==> config.mk <==
export PLATFORM = sky130hd
export DESIGN_NAME = b1_if_gen
export DESIGN_NICKNAME = d
export VERILOG_FILES = /design/src/rtl/b1_if_gen.sv
export SDC_FILE = /design/constraint.sdc
export NUM_CORES = 1
export LEC_CHECK = 0
export CAP_MARGIN = 30
export CELL_PAD_IN_SITES_DETAIL_PLACEMENT = 1
export CELL_PAD_IN_SITES_GLOBAL_PLACEMENT = 1
export CORE_MARGIN = 3
export CORE_UTILIZATION = 51
export DETAILED_ROUTE_END_ITERATION = 8
export DONT_BUFFER_PORTS = 1
export PLACE_DENSITY = 0.88
export SLEW_MARGIN = 20
export SYNTH_ARGS = -nofsm -noshare
export SYNTH_HDL_FRONTEND = slang
export SYNTH_SLANG_ARGS = --single-unit
==> constraint.sdc <==
create_clock -name rx_clk -period 6.9 [get_ports rx_clk]
set_clock_uncertainty 0.2 [all_clocks]
set_input_delay 0.345 -clock rx_clk [delete_from_list [all_inputs] [get_ports rx_clk]]
set_output_delay 0.345 -clock rx_clk [all_outputs]
set_load 0.02 [all_outputs]
==> src/rtl/b1_if_gen.sv <==
// b1_if_gen: synthetic B1 IF sample source (carrier cos x Gold PRN x BOC subcarrier x nav bit)
// Ports:
//   rx_clk, rx_rst (async, active-low)  clock and reset
//   rx_en           run enable; low freezes NCOs, LFSRs and counters
//   rx_cfg_load     1-cycle pulse: latch config and restart from the given phase
//   rx_car_fcw      carrier NCO frequency control word
//   rx_prn_fcw      code NCO FCW; one overflow = one half-chip
//   rx_code_phs     initial chip phase (>= CODE_LEN treated as 0)
//   rx_data_bit     nav bit, sampled when the chip counter wraps
//   tx_src          two's-complement IF sample, tx_src_vld qualifies it
//   tx_epoch        pulses with the first sample at chip 0, half-chip 0
//   tx_chip_cnt     chip index of the current tx_src
module b1_if_gen #(
  parameter int CODE_LEN = 2046,
  parameter int G2_TAP1  = 1,
  parameter int G2_TAP2  = 3,
  parameter int BOC_EN   = 1,
  parameter int AMP      = 100
) (
  input  logic        rx_clk,
  input  logic        rx_rst,
  input  logic        rx_en,
  input  logic        rx_cfg_load,
  input  logic [31:0] rx_car_fcw,
  input  logic [31:0] rx_prn_fcw,
  input  logic [11:0] rx_code_phs,
  input  logic        rx_data_bit,
  output logic [7:0]  tx_src,
  output logic        tx_src_vld,
  output logic        tx_epoch,
  output logic [11:0] tx_chip_cnt
);
  typedef enum logic [1:0] {IDLE, LOAD, SEEK, RUN} state_t;
  localparam logic [11:1] INIT = 11'b01010101010;
  localparam logic BOC = BOC_EN != 0;
  state_t state;
  logic [31:0] car_fcw, prn_fcw, car_acc, prn_acc, prn_sum;
  logic [11:0] seek, chip, chip_nxt, p1_chip;
  logic [11:1] g1, g2, g1_nxt, g2_nxt;
  logic [7:0] p1_lut;
  logic half, data, epoch_pend, p1_vld, p1_sym, p1_epoch, prn, wrap, carry;
  // Quarter-wave cosine in Q16, scaled by AMP and folded by symmetry into 16 entries.
  function automatic logic [7:0] lut(input logic [3:0] k);
    int j, i, q, m;
    j = k[3] ? 16 - int'(k) : int'(k);
    i = j > 4 ? 8 - j : j;
    q = i == 0 ? 65536 : i == 1 ? 60547 : i == 2 ? 46341 : i == 3 ? 25080 : 0;
    m = (AMP * q + 32768) >>> 16;
    return 8'(j > 4 ? -m : m);
  endfunction
  assign prn = g1[11] ^ g2[G2_TAP1] ^ g2[G2_TAP2];
  assign wrap = chip == 12'(CODE_LEN - 1);
  assign chip_nxt = wrap ? 12'd0 : chip + 12'd1;
  assign {carry, prn_sum} = {1'b0, prn_acc} + {1'b0, prn_fcw};
  // Code truncation: both generators restart from INIT when the chip counter wraps.
  assign g1_nxt = wrap ? INIT : {g1[10:1], ^{g1[1], g1[7], g1[8], g1[9], g1[10], g1[11]}};
  assign g2_nxt = wrap ? INIT : {g2[10:1], ^{g2[1], g2[2], g2[3], g2[4], g2[5], g2[8], g2[9], g2[11]}};
  always_ff @(posedge rx_clk or negedge rx_rst) begin
    if (!rx_rst) begin
      state <= IDLE;
      car_fcw <= '0;
      prn_fcw <= '0;
      car_acc <= '0;
      prn_acc <= '0;
      seek <= '0;
      chip <= '0;
      g1 <= INIT;
      g2 <= INIT;
      half <= 1'b0;
      data <= 1'b0;
      epoch_pend <= 1'b0;
      p1_vld <= 1'b0;
      p1_lut <= '0;
      p1_sym <= 1'b0;
      p1_chip <= '0;
      p1_epoch <= 1'b0;
      tx_src <= '0;
      tx_src_vld <= 1'b0;
      tx_epoch <= 1'b0;
      tx_chip_cnt <= '0;
    end else if (rx_cfg_load) begin
      state <= LOAD;
      car_fcw <= rx_car_fcw;
      prn_fcw <= rx_prn_fcw;
      seek <= rx_code_phs >= 12'(CODE_LEN) ? 12'd0 : rx_code_phs;
      p1_vld <= 1'b0;
      tx_src_vld <= 1'b0;
      tx_epoch <= 1'b0;
    end else begin
      // Valid flags flow through the pipe so a stall neither drops nor repeats samples.
      p1_vld <= state == RUN && rx_en;
      tx_src_vld <= p1_vld;
      tx_epoch <= p1_vld & p1_epoch;
      if (p1_vld) begin
        tx_src <= p1_sym ? -p1_lut : p1_lut;
        tx_chip_cnt <= p1_chip;
      end
      if (state == LOAD) begin
        car_acc <= '0;
        prn_acc <= '0;
        chip <= '0;
        half <= 1'b0;
        data <= 1'b0;
        g1 <= INIT;
        g2 <= INIT;
        epoch_pend <= seek == 12'd0;
        state <= seek != 12'd0 ? SEEK : RUN;
      end else if (state == SEEK) begin
        g1 <= g1_nxt;
        g2 <= g2_nxt;
        chip <= chip_nxt;
        seek <= seek - 12'd1;
        state <= seek == 12'd1 ? RUN : SEEK;
      end else if (state == RUN && rx_en) begin
        p1_lut <= lut(car_acc[31:28]);
        p1_sym <= prn ^ (BOC & half) ^ data;
        p1_chip <= chip;
        p1_epoch <= epoch_pend;
        car_acc <= car_acc + car_fcw;
        prn_acc <= prn_sum;
        half <= half ^ carry;
        // Next state is chip 0 / half 0 only when a full chip completes at the last chip.
        epoch_pend <= carry & half & wrap;
        if (carry & half) begin
          g1 <= g1_nxt;
          g2 <= g2_nxt;
          chip <= chip_nxt;
          if (wrap) data <= rx_data_bit;
        end
      end
    end
  end
endmodule

* Word-level counts from Yosys, hierarchy flattened
Cells that the tools add are included.
** Operators by class
- Add/subtract/negate cells :: 9
- $mul :: 1
- $lt $le $gt $ge :: 2
- Equal/unequal tests :: 10
- Multiplexer cells :: 52
- Bitwise operators :: 11
- Reductions and logical operators :: 19
** Operators by type and width (count)
- two-way mux 32 bit :: 8
- two-way mux 11 bit :: 10
- two-way mux 12 bit :: 9
- == test 32 x 3 -> 1 bit, second input constant :: 2
- adder 32 x 32 -> 33 bit :: 1
- adder 32 bit :: 1
- == test 32 x 2 -> 1 bit, second input constant :: 1
- > comparator 32 x 4 -> 1 bit, second input constant :: 1
- zero test 32 bit :: 1
- two-way mux 16 bit :: 2
- subtractor 5 x 32 -> 32 bit, first input constant :: 1
- adder 24 x 16 -> 24 bit, second input constant :: 1
- multiplier 5 x 17 -> 22 bit, first input constant :: 1
- two-way mux 17 bit :: 1
- two-way mux 1 bit :: 16
- two-way mux 8 bit :: 2
- negation 8 bit :: 2
- two-way mux 15 bit :: 1
- adder 12 x 1 -> 12 bit, second input constant :: 1
- == test 12 x 1 -> 1 bit, second input constant :: 1
- == test 12 x 11 -> 1 bit, second input constant :: 1
- >= comparator 12 x 11 -> 1 bit, second input constant :: 1
- zero test 12 bit :: 1
- nonzero test 12 bit :: 1
- other kinds (18) :: 37
** Storage, ports and cells
- Register bits :: 224
- Input bits :: 81
- Output and inout bits :: 22

* Logic depth before layout (Yosys ltp)
- Depth after elaboration :: 13
- Gate-level depth with buffers :: 26

* Worst setup path before layout
OpenSTA, ideal clock, no wires.
- Path kind :: reg2reg
- Start point :: reg car_acc[28]
- End point :: reg p1_lut[6]
- Setup time :: 0.126 ns
- Arrival time :: 5.690 ns
- Required time :: 6.574 ns
- Setup slack :: 0.883 ns
- Stages on the path, launching flop included :: 26
- Buffers on the path :: 2
- Path through :: dfrtp_1 inv_1 ha_1 buf_2 buf_1 or3_1 ha_1 or3b_1 a221o_1 a211oi_4 and2_2 ha_1 ha_1 inv_1 fa_1 inv_1 ha_1 nand2_1 nor2_1 a21oi_1 nand4_1 or2_2 o31a_1 a211oi_1 mux2i_1 nand3_1
** Between the ends
- Longest elaborated chain between the ends :: 13
** Ends and longest elaborated chain
- from (decl) :: RTL line 37 : logic [31:0] car_fcw, prn_fcw, car_acc, prn_acc, prn_sum;
- from (signal assigned) :: RTL line 119 : car_acc <= car_acc + car_fcw;
- subtractor 5 x 4 -> 6 bit :: RTL line 45 : j = k[3] ? 16 - int'(k) : int'(k);
- two-way mux 32 bit * :: RTL line 45
- subtractor 5 x 32 -> 32 bit / > comparator 32 x 4 -> 1 bit (equally long branches) :: RTL line 46, 49
- two-way mux 32 bit :: RTL line 46 : i = j > 4 ? 8 - j : j;
- == test 32 x 3 -> 1 bit :: RTL line 47 : q = i == 0 ? 65536 : i == 1 ? 60547 : i == 2 ? 46341 : i == 3 ? 25080 : 0;
- two-way mux 15 bit :: RTL line 47
- two-way mux 16 bit (2 in a row) :: RTL line 47
- two-way mux 17 bit :: RTL line 47
- multiplier 5 x 17 -> 22 bit :: RTL line 48 : m = (AMP * q + 32768) >>> 16;
- adder 24 x 16 -> 24 bit :: RTL line 48
- negation 8 bit :: RTL line 49 : return 8'(j > 4 ? -m : m);
- two-way mux 8 bit * :: RTL line 49
- to (signal assigned) :: RTL line 115 : p1_lut <= lut(car_acc[31:28]);
- to (decl) :: RTL line 40 : logic [7:0] p1_lut;
Mark *: on every way between the ends. The rest lies on a longest branch, timed or not.
A chain may end at the register's enable or synchronous reset.

* Worst setup path after layout
Ends and elaborated chain as after synthesis.

==> results.json <==
{
  "wl_per_cell_microns": 22.0,
  "design_area_sq_mm": 0.0150,
  "finalSetupTns_ns": 0,
  "hpwl_mm": 22.3,
  "reg2reg_slack_ns": 0.81,
  "peakVddDrop_mv": 0.263,
  "cts_tree": "done",
  "final_common_cell": "dfrtp_1",
  "ys_seq_area_share_pct": 42.9,
  "root_buffer": "clkbuf_16",
  "synthesis.nets": 1512,
  "grtUsageTotal_pct": 27.3,
  "worst-setup-path-type": "register to register",
  "num_vias": 10800,
  "power.density_mw_per_mm2": 329,
  "routed_wl_mm": 38.3,
  "first_iter_violations": 600,
  "coreArea_sq_mm": 0.0247,
  "outcome": "finished, final reports clean",
  "layout_common_cells": "dfrtp_1, nand2_1, ha_1",
  "worst_slew_pin_slew_ns": 0.894,
  "synth_cell_types": 75,
  "setup_viol": 0,
  "slowest_delay_ns": 0.46,
  "path_cells": "inv_1 > ha_1 > or3_1 > ha_1 > or3b_1 > a221o_1 > a211oi_4 > and2_2 > ha_1 > ha_1 > inv_1 > fa_1 > inv_1 > ha_1 > nand2_1 > nor2_1 > a21oi_1 > nand4_1 > or2_2 > o31a_1 > a211oi_1 > mux2i_1 > nand3_1",
  "cp.required_ns": 7.10,
  "drtAntennaViolNets": 0,
  "gp_congestion": 0.846,
  "maxSlewViolCount": 0,
  "clkTransAtPathRegs_ns": 0.07,
  "die_area_sq_mm": 0.0276,
  "grt_pass1_vias": 11900,
  "cpMaxStageDelayCell": "dfrtp_1",
  "die_w_microns": 166,
  "hold_viol": 0,
  "drc": 0,
  "post_cts_buffers": 0,
  "initial_core_util_pct": 52.9,
  "clockBufferDepth": 3,
  "hold_depth": 2,
  "maxCapViolCount": 0,
  "gr-total-overflow": 0,
  "finalNetCount": 1576,
  "worst_hold_path_type": "input pin to register",
  "yosys_warnings": 0,
  "startpoint_type": "register",
  "grt_pass1_wl_mm": 63.3,
  "r2r_end": "p1_lut[6]",
  "arrival_ns": 6.29,
  "crit_fanout": 8,
  "netlist_instances": 1335,
  "startpoint": "car_acc[28]",
  "cts-resized-gates": 0,
  "placed_area_sq_mm": 0.0133,
  "numPortBuffers": 0,
  "area_growth_pct": 14.9,
  "grt_max_degree": 225,
  "holdCritStartpoint": "rx_cfg_load",
  "drt_first_pass_iters": 5,
  "leakagePower_uw": 0.00711,
  "die_y_microns": 166,
  "async_flop_share_pct": 100,
  "drive_above_1_share_pct": 10.1,
  "r2r-start": "car_acc[28]",
  "synthFlopType": "dfrtp_1",
  "syn_area_sq_mm": 0.0131,
  "grt_setup_unrepaired": "no",
  "cts_buffers": 26,
  "slew_headroom_pct": 40.4,
  "hold_end": "seek[11]",
  "ys_ff_latch": 224,
  "insertion_delay_ns": 0.55,
  "crit_path_frequent_cell": "ha_1",
  "via_per_inst": 6.19,
  "cts_sinks": 224,
  "antenna_found_initial": 3,
  "reg2reg_depth": 23,
  "final.min_clock_period_ns": 6.09,
  "fmax_ghz": 0.164,
  "rows": 57,
  "ios": 103,
  "ctsHtreeMaxLevel": 1,
  "synth_enable_flop_cells": 0,
  "avgSynthCellArea_sq_um": 9.80,
  "end_kind": "register",
  "min_period_over_period_pct": 88.2
}
==> layer usage <==
metal  wire [microns]  vias up  track usage [%]
met5                0        -                0
met4             1260        0             8.90
met3             1560      107             3.76
met2            19900      322             49.2
met1            15600     5466             34.0
li1                 -     4913                -
==> cell type report <==
type / instances / area (sq um)
fillers: 2682 / 9720
multi-input cells: 1012 / 7090
flip-flops and latches: 224 / 5620
repair buffers: 91 / 953
clock buffers: 39 / 729
well taps: 324 / 405
inverters: 44 / 165
clock inverters: 8 / 60.1
diodes: 3 / 7.51
==> through the flow <==
stage | setup WS, ns | instances | hold slack, ns | utilization [%] | power (uW)
finish | 0.812 | 1745 | 0.0196 | 60.7 | 4950
global route | 0.369 | 1745 | 0.0490 | 60.7 | 5270
CTS | 0.784 | 1739 | 0.0394 | 60.5 | 4900
detailed placement | 0.829 | 1611 | -0.142 | 53.9 | 3490
global placement | 1.06 | 1611 | -0.141 | 53.9 | 3370
floorplan | 0.883 | 1335 | -0.151 | - | 3110
==> cells by family after synthesis <==
kind of cell	count (synthesis)	share of synthesized area, %
DFF	224	42.9
xor gates and xnor gates	97	6.49
buffers and inverters	99	2.90
muxes	70	5.98
other	1	0.0287
adders and majority gates	96	9.35
and+or+nand+nor	403	14.2
AOI/OAI and AO/OA	345	18.1
==> power by group <==
| part | leakage (uW) | switching, uW | total [uW] | internal [uW] |
|---|---|---|---|---|
| Clock | 0.000381 | 569 | 1300 | 732 |
| Combinational | 0.00385 | 1060 | 1820 | 757 |
| Sequential | 0.00288 | 254 | 1830 | 1580 |
==> worst max-delay path by stage <==
stage                      to  depth (start not counted)
floorplan           p1_lut[6]                         25
global placement    p1_lut[6]                         23
detailed placement  p1_lut[6]                         23
CTS                 p1_lut[6]                         23
global route        p1_lut[6]                         23
finish              p1_lut[6]                         23
==> synth_stat cells, types with 6 or more instances <==
cell      number  area share, %
or3_1          9           0.43
nor3_1        22           0.84
xor2_1        37            2.5
ha_1          93            8.9
a21o_1        30            1.7
o21bai_1      12           0.69
dfrtp_1      214             41
clkbuf_1      47            1.3
nand2b_1      11           0.53
or2_2          8           0.38
and3_1         9           0.43
o21a_1         9           0.52
nor2_1        73            2.1
nand2_1      184            5.3
o21ai_0       67            2.6
dfstp_2       10            2.0
nand4_1       13           0.62
nor4_1         7           0.33
inv_1         44            1.3
nand3_1       31            1.2
a22o_1        60            4.0
o22ai_1        6           0.29
a21oi_1       82            3.1
mux2_2        65            5.6
xnor2_1       60            4.0
o31ai_1       18            1.0
nor2b_1       11           0.53
a31oi_1        7           0.33
==> worst max-delay path, delay by kind of cell, from the launching register on <==
family	cells	cell delay, ns
AO/OA/AOI/OAI	5	1.50
flip-flops	1	0.46
adder cells (fa/ha/maj)	6	1.50
AND/OR/NAND/NOR	8	1.67
buffers and inverters	3	0.38
multiplexers	1	0.23
==> state kept, by name (all words and copies together) (netlist names), 2 cells and up <==
signal       flops
g2              11
car_acc         32
car_fcw         32
tx_src           8
chip            12
state            2
tx_chip_cnt     12
prn_acc         32
g1              11
p1_lut           8
p1_chip         12
seek            12
prn_fcw         32
==> what timing repair did <==
item	4_1_cts	5_1_grt
endpoints found under the hold margin	304	0
hold buffers	81	0
endpoints found under the setup margin	0	0
(Power assumes the default switching activity.)
